--- src/rtl/mult_pkg.sv ---
// Shared defaults and FSM encoding for the multiplier issue controller.
// Imported by the controller and its operand buffer.
package mult_pkg;

   localparam int MULT_W_DEF     = 8;
   localparam int MULT_DEPTH_DEF = 4;
   localparam int MULT_LAT_DEF   = 9;

   typedef enum logic [1:0] {
      IDLE = 2'd0,
      LOAD = 2'd1,
      WAIT = 2'd2,
      HOLD = 2'd3
   } mult_state_e;

   // Advance a circular-buffer pointer, wrapping at the last entry.
   function automatic int unsigned ptr_next(
      input int unsigned ptr,
      input int unsigned depth
   );
      return (ptr == depth - 1) ? 0 : ptr + 1;
   endfunction

endpackage

--- src/rtl/mult_opnd_fifo.sv ---
// Synchronous operand-pair buffer feeding the multiplier issue FSM.
// Registered count drives full/empty so in_ready never bypasses.
module mult_opnd_fifo
   import mult_pkg::*;
#(
   parameter int DW    = 16,
   parameter int DEPTH = MULT_DEPTH_DEF,
   localparam int AW   = (DEPTH > 1) ? $clog2(DEPTH) : 1,
   localparam int CW   = $clog2(DEPTH + 1)
) (
   input  logic          clk,
   input  logic          rst,
   input  logic          push,
   input  logic          pop,
   input  logic [DW-1:0] din,
   output logic [DW-1:0] dout,
   output logic          full,
   output logic          empty,
   output logic [CW-1:0] count
);

   logic [DW-1:0] mem [DEPTH];
   logic [AW-1:0] wptr;
   logic [AW-1:0] rptr;
   logic          do_push;
   logic          do_pop;

   assign full    = (count == CW'(DEPTH));
   assign empty   = (count == '0);
   assign do_push = push && !full;
   assign do_pop  = pop && !empty;
   assign dout    = mem[rptr];

   // Storage array; contents need no reset, the count qualifies them.
   always_ff @(posedge clk) begin
      if (do_push) begin
         mem[wptr] <= din;
      end
   end

   // Pointers and occupancy; simultaneous push and pop keep the count.
   always_ff @(posedge clk or negedge rst) begin
      if (!rst) begin
         wptr  <= '0;
         rptr  <= '0;
         count <= '0;
      end else begin
         if (do_push) begin
            wptr <= AW'(ptr_next(32'(wptr), DEPTH));
         end
         if (do_pop) begin
            rptr <= AW'(ptr_next(32'(rptr), DEPTH));
         end
         unique case ({do_push, do_pop})
            2'b10:   count <= count + 1'b1;
            2'b01:   count <= count - 1'b1;
            default: count <= count;
         endcase
      end
   end

endmodule

--- src/rtl/mult_issue_ctrl.sv ---
// Issues buffered operand pairs to a fixed-latency booth multiplier,
// one at a time, and holds each product until downstream accepts it.
module mult_issue_ctrl
   import mult_pkg::*;
#(
   parameter int W          = MULT_W_DEF,
   parameter int FIFO_DEPTH = MULT_DEPTH_DEF,
   parameter int MULT_LAT   = MULT_LAT_DEF
) (
   input  logic           clk,
   input  logic           rst,
   input  logic           in_valid,
   output logic           in_ready,
   input  logic [W-1:0]   in_a,
   input  logic [W-1:0]   in_b,
   output logic [W-1:0]   mult_a,
   output logic [W-1:0]   mult_b,
   output logic           mult_load,
   input  logic [2*W-1:0] mult_y,
   output logic           out_valid,
   input  logic           out_ready,
   output logic [2*W-1:0] out_y,
   output logic           busy
);

   localparam int CNT_W = $clog2(MULT_LAT + 1);
   localparam int FC_W  = $clog2(FIFO_DEPTH + 1);

   mult_state_e    state;
   mult_state_e    state_nxt;
   logic [CNT_W-1:0] cnt;
   logic           push;
   logic           pop;
   logic           done;
   logic           release_y;
   logic [2*W-1:0] fifo_dout;
   logic           fifo_full;
   logic           fifo_empty;
   logic [FC_W-1:0] fifo_count;

   assign in_ready  = !fifo_full;
   assign push      = in_valid && in_ready;
   assign mult_load = (state == LOAD);
   assign done      = (state == WAIT) && (cnt == '0);
   assign release_y = (state == HOLD) && out_ready;
   assign busy      = (state != IDLE) || (fifo_count != '0);

   mult_opnd_fifo #(
      .DW    (2 * W),
      .DEPTH (FIFO_DEPTH)
   ) u_fifo (
      .clk   (clk),
      .rst   (rst),
      .push  (push),
      .pop   (pop),
      .din   ({in_a, in_b}),
      .dout  (fifo_dout),
      .full  (fifo_full),
      .empty (fifo_empty),
      .count (fifo_count)
   );

   // Next state and buffer pop; a pop always coincides with entering LOAD.
   always_comb begin
      state_nxt = state;
      pop       = 1'b0;
      unique case (state)
         IDLE: begin
            if (!fifo_empty) begin
               pop       = 1'b1;
               state_nxt = LOAD;
            end
         end
         LOAD: begin
            state_nxt = WAIT;
         end
         WAIT: begin
            if (cnt == '0) begin
               state_nxt = HOLD;
            end
         end
         HOLD: begin
            if (out_ready) begin
               if (!fifo_empty) begin
                  pop       = 1'b1;
                  state_nxt = LOAD;
               end else begin
                  state_nxt = IDLE;
               end
            end
         end
         default: begin
            state_nxt = IDLE;
         end
      endcase
   end

   // State register.
   always_ff @(posedge clk or negedge rst) begin
      if (!rst) begin
         state <= IDLE;
      end else begin
         state <= state_nxt;
      end
   end

   // Latency counter: armed in LOAD, counts down through WAIT.
   always_ff @(posedge clk or negedge rst) begin
      if (!rst) begin
         cnt <= '0;
      end else if (state == LOAD) begin
         cnt <= CNT_W'(MULT_LAT - 1);
      end else if ((state == WAIT) && (cnt != '0)) begin
         cnt <= cnt - 1'b1;
      end
   end

   // Operand registers change only on a pop, so they stay put until HOLD exits.
   always_ff @(posedge clk or negedge rst) begin
      if (!rst) begin
         mult_a <= '0;
         mult_b <= '0;
      end else if (pop) begin
         mult_a <= fifo_dout[2*W-1:W];
         mult_b <= fifo_dout[W-1:0];
      end
   end

   // Result capture and downstream valid, held until accepted.
   always_ff @(posedge clk or negedge rst) begin
      if (!rst) begin
         out_y     <= '0;
         out_valid <= 1'b0;
      end else if (done) begin
         out_y     <= mult_y;
         out_valid <= 1'b1;
      end else if (release_y) begin
         out_valid <= 1'b0;
      end
   end

endmodule
--- config.mk ---
export PLATFORM = sky130hd
export DESIGN_NAME = mult_issue_ctrl
export DESIGN_NICKNAME = d
export VERILOG_FILES = /design/src/rtl/mult_pkg.sv /design/src/rtl/mult_opnd_fifo.sv /design/src/rtl/mult_issue_ctrl.sv
export SDC_FILE = /design/constraint.sdc
export NUM_CORES = 1
export LEC_CHECK = 0
export BUFFER_PORTS_ARGS = -buffer_cell sky130_fd_sc_hd__buf_2
export CAP_MARGIN = 10
export CORE_MARGIN = 3
export CORE_UTILIZATION = 45
export CTS_CLUSTER_SIZE = 12
export DETAILED_ROUTE_END_ITERATION = 8
export PLACE_DENSITY = 0.67
export RECOVER_POWER = 100
export SLEW_MARGIN = 20
export SYNTH_ARGS = -nofsm -noshare
export SYNTH_HDL_FRONTEND = slang
export SYNTH_SLANG_ARGS = --single-unit
--- constraint.sdc ---
create_clock -name clk -period 3.75 [get_ports clk]
set_clock_uncertainty 0.2 [all_clocks]
set_input_delay 0.375 -clock clk [delete_from_list [all_inputs] [get_ports clk]]
set_output_delay 0.375 -clock clk [all_outputs]
set_load 0.02 [all_outputs]
==> results by stage <==
Run status:
- The run finished with clean final reports.

Setup path:
- The slowest cell on the critical path is dfrtp_1.
- On the worst path, the slowest cell contributes a delay of about 0.42 ns.
- The worst setup path is captured at a register.
- The critical path is of the register to register type.
- Of all nets on the critical path, the largest fanout is 19.
- The combined buffer and inverter count along the critical path is 3.
- The critical path depth is 10.
- The worst setup path is launched from a register.
- The worst path required time is 3.84 ns.
- Data arrives at the worst endpoint at 2.83 ns.
- The critical path goes through inv_1 -> ha_1 -> nor3_4 -> buf_4 -> ha_1 -> inv_1 -> fa_1 -> xor2_1 -> nor2_1 -> xor2_1.
- The number of cell instances on the worst register-to-register path is 10.
- On the critical path the largest part of the delay comes from adder cells.

Yosys:
- Counting flops with a built-in enable in the synthesized netlist gives 64.
- The part of the Yosys area used for sequential elements is 68.8%.
- The count of yosys warnings during synthesis is 0.
- In the synthesized netlist the async set-or-reset flop fraction comes to 41.8%.
- In this run the mean area of a mapped cell was about 19 sq um.
- Counting every instance in the synthesized netlist gives 236.
- The commonest register cell after synthesis is edfxtp_1.
- The mapped cell area is 4460 sq um.
- Counting every net in the synthesized netlist gives approximately 290.
- The post-synthesis sequential element count is 110.
- Yosys mapped the design onto 33 distinct sky130hd cell types.

Timing:
- The worst pin sits at a relative slew slack of a little over a third.
- The worst path needs approximately 2.7 ns of the cycle, external delays included.
- The tightest hold path in the finished design has a slack of 0.0281 ns.
- The post-route clock period utilization is between 70% and 80%.
- The number of pins exceeding their max-slew limit in the final report is 0.
- The count of final hold-check violations is 0.
- For the final routed database, the setup TNS stands at 0 ns.
- Setup violations remaining at the end of the flow were counted as 0.
- The maximum operating frequency is 365 MHz.
- At the pin with the least slew margin, the transition time is 0.969 ns.
- Setup repair after global routing left no endpoint under its margin.

CTS:
- The post-cts sizing count is 0.
- Buffers inserted during clock tree synthesis total 9.
- The number of clock sinks is 110.
- The maximum root-to-sink buffer count is 2.
- The source-to-sink clock delay at the later pin of the worst-skew pair is 0.37 ns.
- The clock-pin slew reported for the worst setup and hold paths after clock tree synthesis is about 0.1 ns.
- Hold repair after CTS inserted 5 buffers.
- The post-CTS setup buffer count is 0.
- TritonCTS built the clock tree.
- The H-tree generated during clock tree synthesis spans 3 levels.
- The tree is rooted in a clkbuf_8.

Routing:
- The DRC violations left is 0.
- In the final routed layout, each cell accounts on average for 16.3 um.
- After detailed routing, the number of vias per cell comes to 5.07.
- The detailed router placed 2,305 vias in this run.
- The wire length after detailed routing is 7420 um.
- The post-detailed-route count of antenna-violating nets is 0.
- The count of TritonRoute iterations in the first routing pass is 4.
- The number of DRC violations after detailed-routing iteration 0 is just under 60.

Cells and area:
- The count of antenna diodes in the layout is 0.
- Relative to the synthesized area, the layout overhead comes to 13.8%.
- After the last flow step, the layout net total stands at around 370.
- The number of filler instances in the final layout is 829.
- The post-route netlist has between 20% and 30% of its cells at a drive strength greater than 1.

Placed design:
- In this run the tool buffered the top-level ports with between 70 and 80 buffer cells.
- The congestion estimate from routability-driven global placement came to 0.786.
- The HPWL after detailed placement is between 4000 and 5000 um.

Floorplan:
- In this run the vertical extent of the chip is 106 um.
- The starting density of the core is 47.2%.
- Measured along the x axis, the die boundary spans 106 um.
- The core box area is 9460 sq um.
- In this run the core area contains 35 standard-cell rows.
- The area of the die is 11,200 sq um.
- In this run the count of I/O pins placed on the die edge is 72.

Global routing:
- The first global-routing pass estimated 12,100 um of wire.
- The initial antenna violation count came to 0.
- The number of global-route vias before repair is around 2,400.
- Entering global routing, the biggest net connects 47 pins.
- Across every metal layer, demand over resource in global routing totals 14.1%.
- The sum of overflow across all layers after global routing is 0.

Hold path:
- The worst hold-check path type is primary input to register.
- Counting instances, the worst hold path has a depth of 2.

Pwr:
- Across the VDD grid, the largest voltage drop is 0.364 mV.
- In this run the static leakage power is 0.00192 uW.
- Power spread over the standard cell area amounts to slightly above 800 nW/um^2.

Job:
- The number of maximum-capacitance violations is 0.
stage by stage:
stage	utilization [%]	instance area, sq um	setup slack, ns	std cells	power, uW
floorplan	-	4460	1.10	236	3190
global placement	52.0	4920	1.10	431	3600
detailed placement	52.0	4920	0.993	431	3660
CTS	54.6	5160	0.978	452	4340
global route	53.7	5080	0.806	455	4430
finish	53.7	5080	1.01	455	4160
Yosys cell counts, drive strengths merged, types with 2 or more instances:
cell type / number / area (sq um)
nor2: 7 / 42.5
nand2: 5 / 26.3
and3: 4 / 25.0
inv: 11 / 41.3
buf: 6 / 70.1
mux4: 16 / 360
ha: 13 / 163
nor3: 3 / 31.3
edfxtp: 64 / 1920
dfrtp: 46 / 1150
nand2b: 2 / 12.5
mux2: 37 / 450
nand3: 4 / 20.0
xnor2: 2 / 17.5
a21oi: 2 / 10.0
xor2: 4 / 35.0
cells in the final DEF (no fill, tap or decap), types with 2 or more instances in the layout:
cell type	n
buf_2	19
inv_8	3
nor3_1	2
clkbuf_1	52
inv_6	2
inv_1	11
a21oi_1	2
mux2_2	28
mux2_1	9
and3_1	4
dlygate4sd3_1	8
nand3_1	4
mux4_2	16
edfxtp_1	64
xnor2_1	2
nand2b_1	2
clkbuf_8	9
nor2_1	6
nand2_1	5
buf_4	3
dfrtp_1	46
xor2_1	4
ha_1	13
cell type report:
class,count,area [sq um],area share [%]
well taps,129,161,3.18
multi-input cells,108,1230,24.2
inverters,11,41.3,0.812
clock inverters,6,60.1,1.18
repair buffers,81,389,7.66
flip-flops and latches,110,3070,60.5
clock buffers,10,128,2.51
layer usage:
metal | share of wire (%) | routed length (um) | track usage [%] | up-vias
met5 | 0 | 0 | 0 | -
met4 | 1.3 | 95 | 3.98 | 0
met3 | 6.1 | 455 | 4.78 | 8
met2 | 48 | 3570 | 23.2 | 73
met1 | 44 | 3300 | 18.1 | 1160
li1 | - | - | - | 1064
logic make-up after synthesis:
group / after synthesis / synth area share [%]
flops: 110 / 68.8
mux: 53 / 18.2
simple gates: 27 / 3.87
buf+inv: 18 / 2.58
fa+ha+maj: 14 / 4.09
compound gates: 8 / 1.29
xor+xnor: 6 / 1.18
power breakdown:
part           internal (uW)  switching [uW]
Clock                    262             410
Sequential              1700             219
Combinational            698             869
flip-flops by register name (all words and copies together), names as in the netlist:
register	count
cnt	4
mult_a	8
mult_b	8
out_valid	1
out_y	16
state	2
u_fifo.count	3
u_fifo.mem	64
u_fifo.rptr	2
u_fifo.wptr	2
worst reg2reg max path, cell delays in order (launching register included):
cell	delay [ns]
dfrtp_1	0.42
inv_1	0.12
ha_1	0.35
nor3_4	0.18
buf_4	0.31
ha_1	0.24
inv_1	0.06
fa_1	0.37
xor2_1	0.16
nor2_1	0.11
xor2_1	0.15
worst paths after layout:
check                                 startpoint                          end  slack, ns
hold reg to reg            out_valid$_DFFE_PN0P_        out_valid$_DFFE_PN0P_       0.29
hold / removal                         mult_y[7]         out_y[7]$_DFFE_PN0P_       0.03
setup / recovery            state[0]$_DFFE_PN0P_  u_fifo.count[2]$_DFFE_PN0P_       1.01
min in group asynchronous                    rst        mult_b[2]$_DFFE_PN0N_       0.36
setup reg to reg            state[0]$_DFFE_PN0P_  u_fifo.count[2]$_DFFE_PN0P_       1.01
max in group asynchronous                    rst        mult_a[5]$_DFFE_PN0N_       2.58
(Power assumes the default switching activity.)
